<file path="src/rtl/bus_fabric.sv">
// bus_fabric: memory-mapped address decoder and access sequencer.
//
// The top SEL_W address bits are decoded against a table of SLOTS
// base/mask regions. The lowest matching index wins. A mapped access
// holds one chip select for 1+SLOT_WAIT[slot] cycles. cpu_ready pulses
// in the last of those cycles. An unmapped access, or one with both
// cpu_r and cpu_w high, completes one cycle after it is sampled with
// cpu_ready and cpu_fault pulsed together. That fault is also recorded
// in fault_addr and fault_count.
//
// Handshake: the CPU raises exactly one of cpu_r/cpu_w with a stable
// address. It holds the request until it sees the one-cycle cpu_ready
// pulse, then drops it. The fabric does not start another access until
// it has sampled both strobes low.
//
// Ports:
//   clk, reset   system clock, synchronous active-high reset
//   cpu_address  CPU address bus (ADDR_W)
//   cpu_r/cpu_w  CPU read / write request, held until cpu_ready
//   cpu_ready    one-cycle completion pulse
//   cpu_fault    one-cycle pulse alongside cpu_ready on a faulted access
//   cs           one-hot peripheral chip selects (SLOTS)
//   slot_r/w     read / write strobe to the selected peripheral
//   fault_addr   address of the most recent faulted access
//   fault_count  saturating count of faulted accesses
module bus_fabric #(
  parameter int ADDR_W = 16,
  parameter int SEL_W  = 4,
  parameter int SLOTS  = 4,
  parameter logic [SLOTS*SEL_W-1:0] SLOT_BASE = {4'hF, 4'hA, 4'h9, 4'h0},
  parameter logic [SLOTS*SEL_W-1:0] SLOT_MASK = {4'hF, 4'hF, 4'hF, 4'h8},
  parameter logic [SLOTS*4-1:0]     SLOT_WAIT = {4'd1, 4'd0, 4'd0, 4'd0}
) (
  input  logic              clk,
  input  logic              reset,
  input  logic [ADDR_W-1:0] cpu_address,
  input  logic              cpu_r,
  input  logic              cpu_w,
  output logic              cpu_ready,
  output logic              cpu_fault,
  output logic [SLOTS-1:0]  cs,
  output logic              slot_r,
  output logic              slot_w,
  output logic [ADDR_W-1:0] fault_addr,
  output logic [7:0]        fault_count
);

  localparam int IDX_W = (SLOTS > 1) ? $clog2(SLOTS) : 1;

  typedef enum logic [1:0] {IDLE, ACCESS, RELEASE} state_t;

  // Kept as a named signal so checkers can bind to the sequencer state.
  state_t state;

  logic [SEL_W-1:0] sel;
  logic             hit;
  logic [IDX_W-1:0] hit_idx;
  logic [3:0]       hit_wait;
  logic [3:0]       wait_q;
  logic [3:0]       counter;

  // The loop runs from the top index downward, so the last assignment
  // comes from the lowest matching slot.
  always_comb begin
    sel      = cpu_address[ADDR_W-1 -: SEL_W];
    hit      = 1'b0;
    hit_idx  = '0;
    hit_wait = '0;
    for (int i = SLOTS - 1; i >= 0; i--) begin
      if (((sel ^ SLOT_BASE[i*SEL_W +: SEL_W]) & SLOT_MASK[i*SEL_W +: SEL_W]) == '0) begin
        hit      = 1'b1;
        hit_idx  = IDX_W'(i);
        hit_wait = SLOT_WAIT[i*4 +: 4];
      end
    end
  end

  always_ff @(posedge clk) begin
    if (reset) begin
      state       <= IDLE;
      cs          <= '0;
      slot_r      <= 1'b0;
      slot_w      <= 1'b0;
      cpu_ready   <= 1'b0;
      cpu_fault   <= 1'b0;
      fault_addr  <= '0;
      fault_count <= '0;
      wait_q      <= '0;
      counter     <= '0;
    end else begin
      case (state)
        IDLE: begin
          if (cpu_r || cpu_w) begin
            if ((cpu_r ^ cpu_w) && hit) begin
              // The slot and the wait count are captured here. Later
              // address changes cannot move the access.
              state     <= ACCESS;
              cs        <= SLOTS'(1) << hit_idx;
              slot_r    <= cpu_r;
              slot_w    <= cpu_w;
              wait_q    <= hit_wait;
              counter   <= '0;
              cpu_ready <= (hit_wait == 4'd0);
            end else begin
              // An unmapped address and a read+write collision take the
              // same fault path.
              state      <= RELEASE;
              cpu_ready  <= 1'b1;
              cpu_fault  <= 1'b1;
              fault_addr <= cpu_address;
              if (fault_count != 8'hFF) fault_count <= fault_count + 8'd1;
            end
          end
        end
        ACCESS: begin
          if (counter == wait_q) begin
            state     <= RELEASE;
            cs        <= '0;
            slot_r    <= 1'b0;
            slot_w    <= 1'b0;
            cpu_ready <= 1'b0;
          end else begin
            // cpu_ready is registered, so it is raised one edge before
            // the counter reaches wait_q. It then lines up with the last
            // cs cycle.
            counter   <= counter + 4'd1;
            cpu_ready <= ((counter + 4'd1) == wait_q);
          end
        end
        RELEASE: begin
          cpu_ready <= 1'b0;
          cpu_fault <= 1'b0;
          if (!cpu_r && !cpu_w) state <= IDLE;
        end
        default: state <= IDLE;
      endcase
    end
  end

endmodule

</file>
<file path="config.mk">
export PLATFORM = sky130hd
export DESIGN_NAME = bus_fabric
export DESIGN_NICKNAME = d
export VERILOG_FILES = /design/src/rtl/bus_fabric.sv
export SDC_FILE = /design/constraint.sdc
export NUM_CORES = 1
export LEC_CHECK = 0
export BUFFER_PORTS_ARGS = -buffer_cell sky130_fd_sc_hd__buf_4
export CAP_MARGIN = 20
export CORE_ASPECT_RATIO = 0.8
export CORE_UTILIZATION = 40
export CTS_CLUSTER_SIZE = 28
export DETAILED_ROUTE_END_ITERATION = 12
export SLEW_MARGIN = 20
export SYNTH_ARGS = -nofsm -noshare
export SYNTH_HDL_FRONTEND = slang
export SYNTH_SLANG_ARGS = --single-unit
</file>
<file path="constraint.sdc">
create_clock -name clk -period 2.6 [get_ports clk]
set_clock_uncertainty 0.1 [all_clocks]
set_input_delay 0.26 -clock clk [delete_from_list [all_inputs] [get_ports clk]]
set_output_delay 0.26 -clock clk [all_outputs]
set_load 0.01 [all_outputs]
</file>
==> flow_metrics.py <==
metrics = {
    "synthesis": {
        "synth_edf_count": 0,
        "syn_area_per_cell_um2": 8.62,
        "yosys_warnings": 0,
        "postSynthCellCount": 226,
        "synthDominantCellAreaShare": 0.401,
        "synth.lib_cells_used.distinct": 44,
        "ys_top_cells_by_area": "dfxtp_1 40%, a21oi_1 8.0%, o21ai_0 6.4%",
        "synth_top_area_cell": "dfxtp_1",
        "async_flop_share": 0,
        "ys_seq_area_frac": 0.401,
        "synth_fp_nets": 253,
        "syn-cell-area_mm2": 0.00195,
        "ys_dominant_reg_cell": "dfxtp_1",
        "synth-seq-cells": 39,
    },
    "finish": {
        "utilization": 0.538,
        "fillers": 448,
        "syn_to_final_growth_pct": 27.7,
        "layout-drive-gt1-share": 0.242,
        "final_area_mm2": 0.00249,
        "final_net_count": 299,
        "antenna_cells_inserted": 0,
    },
    "timing": {
        "hold_viol": 0,
        "period_needed_ps": 2210,
        "fmax_mhz": 452,
        "slew_headroom": 0.588,
        "finalSetupViolations": 0,
        "fin_ws_ps": 390,
        "rsz0062_at_grt": "no",
        "finalMaxSlewViolations": 0,
        "worst_pin_slew_ps": 614,
        "fin_setup_tns_ps": 0,
        "final.period_utilization": 0.850,
    },
    "worst_setup_path": {
        "cp_num_buf_inv": 1,
        "reg2reg_to": "fault_count[7]",
        "crit_slowest_cell": "or4_1",
        "crit_end": "fault_count[7]",
        "crit_start": "state[0]",
        "max_stage_delay_ps": 520,
        "worstSetupStartpointType": "flop",
        "reg2reg_from": "state[0]",
        "path_delay_family": "simple AND/OR/NAND/NOR gates",
        "crit_required_ps": 2720,
        "worst-r2r-setup-slack_ps": 390,
        "worstSetupPathType": "flop to flop",
        "cp.depth": 6,
        "ff2ff_path_depth": 6,
        "crit_arrival_ps": 2330,
        "cp-end-kind": "flop",
        "path_cells": "inv_1 -> ha_1 -> nor2b_1 -> o21ai_1 -> or4_1 -> a21oi_1",
        "cp_max_fo": 11,
    },
    "cts": {
        "cts.sinks": 39,
        "cts_buffer_depth": 2,
        "cts_tree": "built",
        "clk_latency_ps": 290,
        "root_buffer": "clkbuf_8",
        "cts_inserted_buffers": 5,
        "htreeDepth": 2,
        "clk_pin_slew_ps": 80,
        "post_cts.repair.setup_buffers": 0,
        "holdBufCountCts": 0,
        "cts_resized": 0,
    },
    "grt": {
        "overflow": 0,
        "grtUsageTotal": 0.199,
        "grt_pass1_wl_mm": 8.03,
        "antenna_found_initial": 0,
        "grt_max_degree": 34,
        "first_global_vias": 1684,
    },
    "power_and_ir_drop": {
        "power.switching_w": 0.000582,
        "clock_power_share": 0.320,
        "p_comb_frac": 0.299,
        "switching_share": 0.313,
        "power.leakage_nw": 0.995,
        "peakVddDrop_mv": 0.451,
        "internal_power_w": 0.00128,
        "seqPwrFrac": 0.382,
        "p_per_area_mw_per_mm2": 747,
    },
    "floorplanning": {
        "coreArea_mm2": 0.00462,
        "row_count": 22,
        "die_h_um": 64.4,
        "die_w_um": 80.0,
        "io_pins": 52,
        "die_area_mm2": 0.00516,
        "start_util": 0.421,
    },
    "detailed_routing": {
        "ant_nets": 0,
        "drt_iter0_drc": 115,
        "via_count": 1852,
        "route.detailed.drc": 0,
        "drt-wirelength-per-cell_um": 14.5,
        "vias_per_cell": 5.56,
        "firstDrtPassIters": 4,
        "routed_wl_mm": 4.83,
    },
    "placed_design": {
        "place_area_mm2": 0.00236,
        "place_ws_ps": 416,
        "gp_congestion": 0.795,
        "port_buffers": 51,
        "hpwl_mm": 3.35,
    },
    "hold_path": {
        "min_path_type": "primary input to flop",
    },
    "outcome": {
        "status": "completed",
    },
    "run": {
        "drv_cap": 0,
    },
}
## power groups by stage
| stage | logic (W) | clock network [W] | registers, W |
|---|---|---|---|
| 3_3_place_gp | 0.000554 | 0 | 0.000722 |
| 5_1_grt | 0.000619 | 0.000639 | 0.000719 |
| 3_5_place_dp | 0.000560 | 0 | 0.000723 |
| 4_1_cts | 0.000562 | 0.000609 | 0.000710 |
| 2_1_floorplan | 0.000326 | 0 | 0.000744 |
| 6_report | 0.000555 | 0.000594 | 0.000709 |
## sequential cells by signal (all words and copies together), names as in the netlist
signal and count:
cpu_ready 1, wait_q 1, cs 4, state 2, fault_count 8, slot_w 1, fault_addr 16, cpu_fault 1
slot_r 1, counter 4
## routing by layer
metal / global-route usage / up-vias / share of wire / wire, um
met1: 0.284 / 848 / 0.49 / 2360
met3: 0.0479 / 5 / 0.073 / 351
li1: - / 940 / - / -
met5: 0 / - / 0 / 0
met2: 0.296 / 59 / 0.43 / 2080
met4: 0.0580 / 0 / 0.0087 / 42
## kinds of logic after synthesis
family	count (synthesis)	synth area share
DFF	39	0.401
buffers and inverters	25	0.0597
muxes	1	0.00514
adders and majority gates	7	0.0450
and+or+nand+nor	60	0.175
xor gates and xnor gates	5	0.0263
AOI/OAI and AO/OA	89	0.288
## placed cells by master (no fill, tap or decap), drive strengths merged, types with 4 or more instances in the layout
| master | instances |
|---|---|
| buf | 54 |
| dfxtp | 39 |
| a21oi | 31 |
| o21ai | 26 |
| nand3 | 23 |
| inv | 10 |
| nand2 | 7 |
| ha | 7 |
| a22o | 6 |
| clkbuf | 6 |
| nand2b | 5 |
| nand4 | 4 |
| o31ai | 4 |
## metrics by stage
step,power (W),hold slack (ps),cells
after global routing,0.00198,95.2,333
after global placement,0.00128,363,325
after detailed placement,0.00128,368,325
after floorplan,0.00107,286,226
final,0.00186,95.4,333
after CTS,0.00188,89.9,333
## cell usage after synthesis (all sizes together), types with 2 or more instances
| master | number |
|---|---|
| o221a | 2 |
| nor2 | 2 |
| a211oi | 2 |
| nand2 | 7 |
| a31oi | 2 |
| a22o | 6 |
| nor3 | 3 |
| buf | 3 |
| o31ai | 4 |
| a21boi | 2 |
| o41ai | 2 |
| clkbuf | 12 |
| dfxtp | 39 |
| nor4 | 3 |
| xnor2 | 2 |
| or4 | 3 |
| nand2b | 5 |
| a21o | 2 |
| inv | 10 |
| nand3 | 23 |
| ha | 7 |
| and3 | 2 |
| o21ai | 26 |
| nand4 | 4 |
| o311ai | 3 |
| or3 | 2 |
| a21oi | 31 |
| xor2 | 3 |
| o21a | 2 |
| nor2b | 2 |
## how the worst min path moves through the flow
stage,start,endpoint,slack (ps),cells past startpoint
after floorplan,cpu_r,slot_r,290,1
after detailed placement,fault_addr[0],fault_addr[0],370,2
after global placement,fault_addr[0],fault_addr[0],360,2
after global routing,cpu_r,slot_r,100,2
after CTS,cpu_r,slot_r,90,2
final,cpu_r,slot_r,100,2
## final cells by class
cell class                      count  area [um2]  share of cell area
Clock buffer                        6        72.6              0.0292
Clock inverter                      2        60.1              0.0241
Inverter                           10        37.5              0.0151
Multi-Input combinational cell    162        1060               0.425
Sequential cell                    39         781               0.314
Tap cell                           60        75.1              0.0302
Timing Repair Buffer               54         405               0.163
Note: power is estimated with default switching activity, not from simulation.
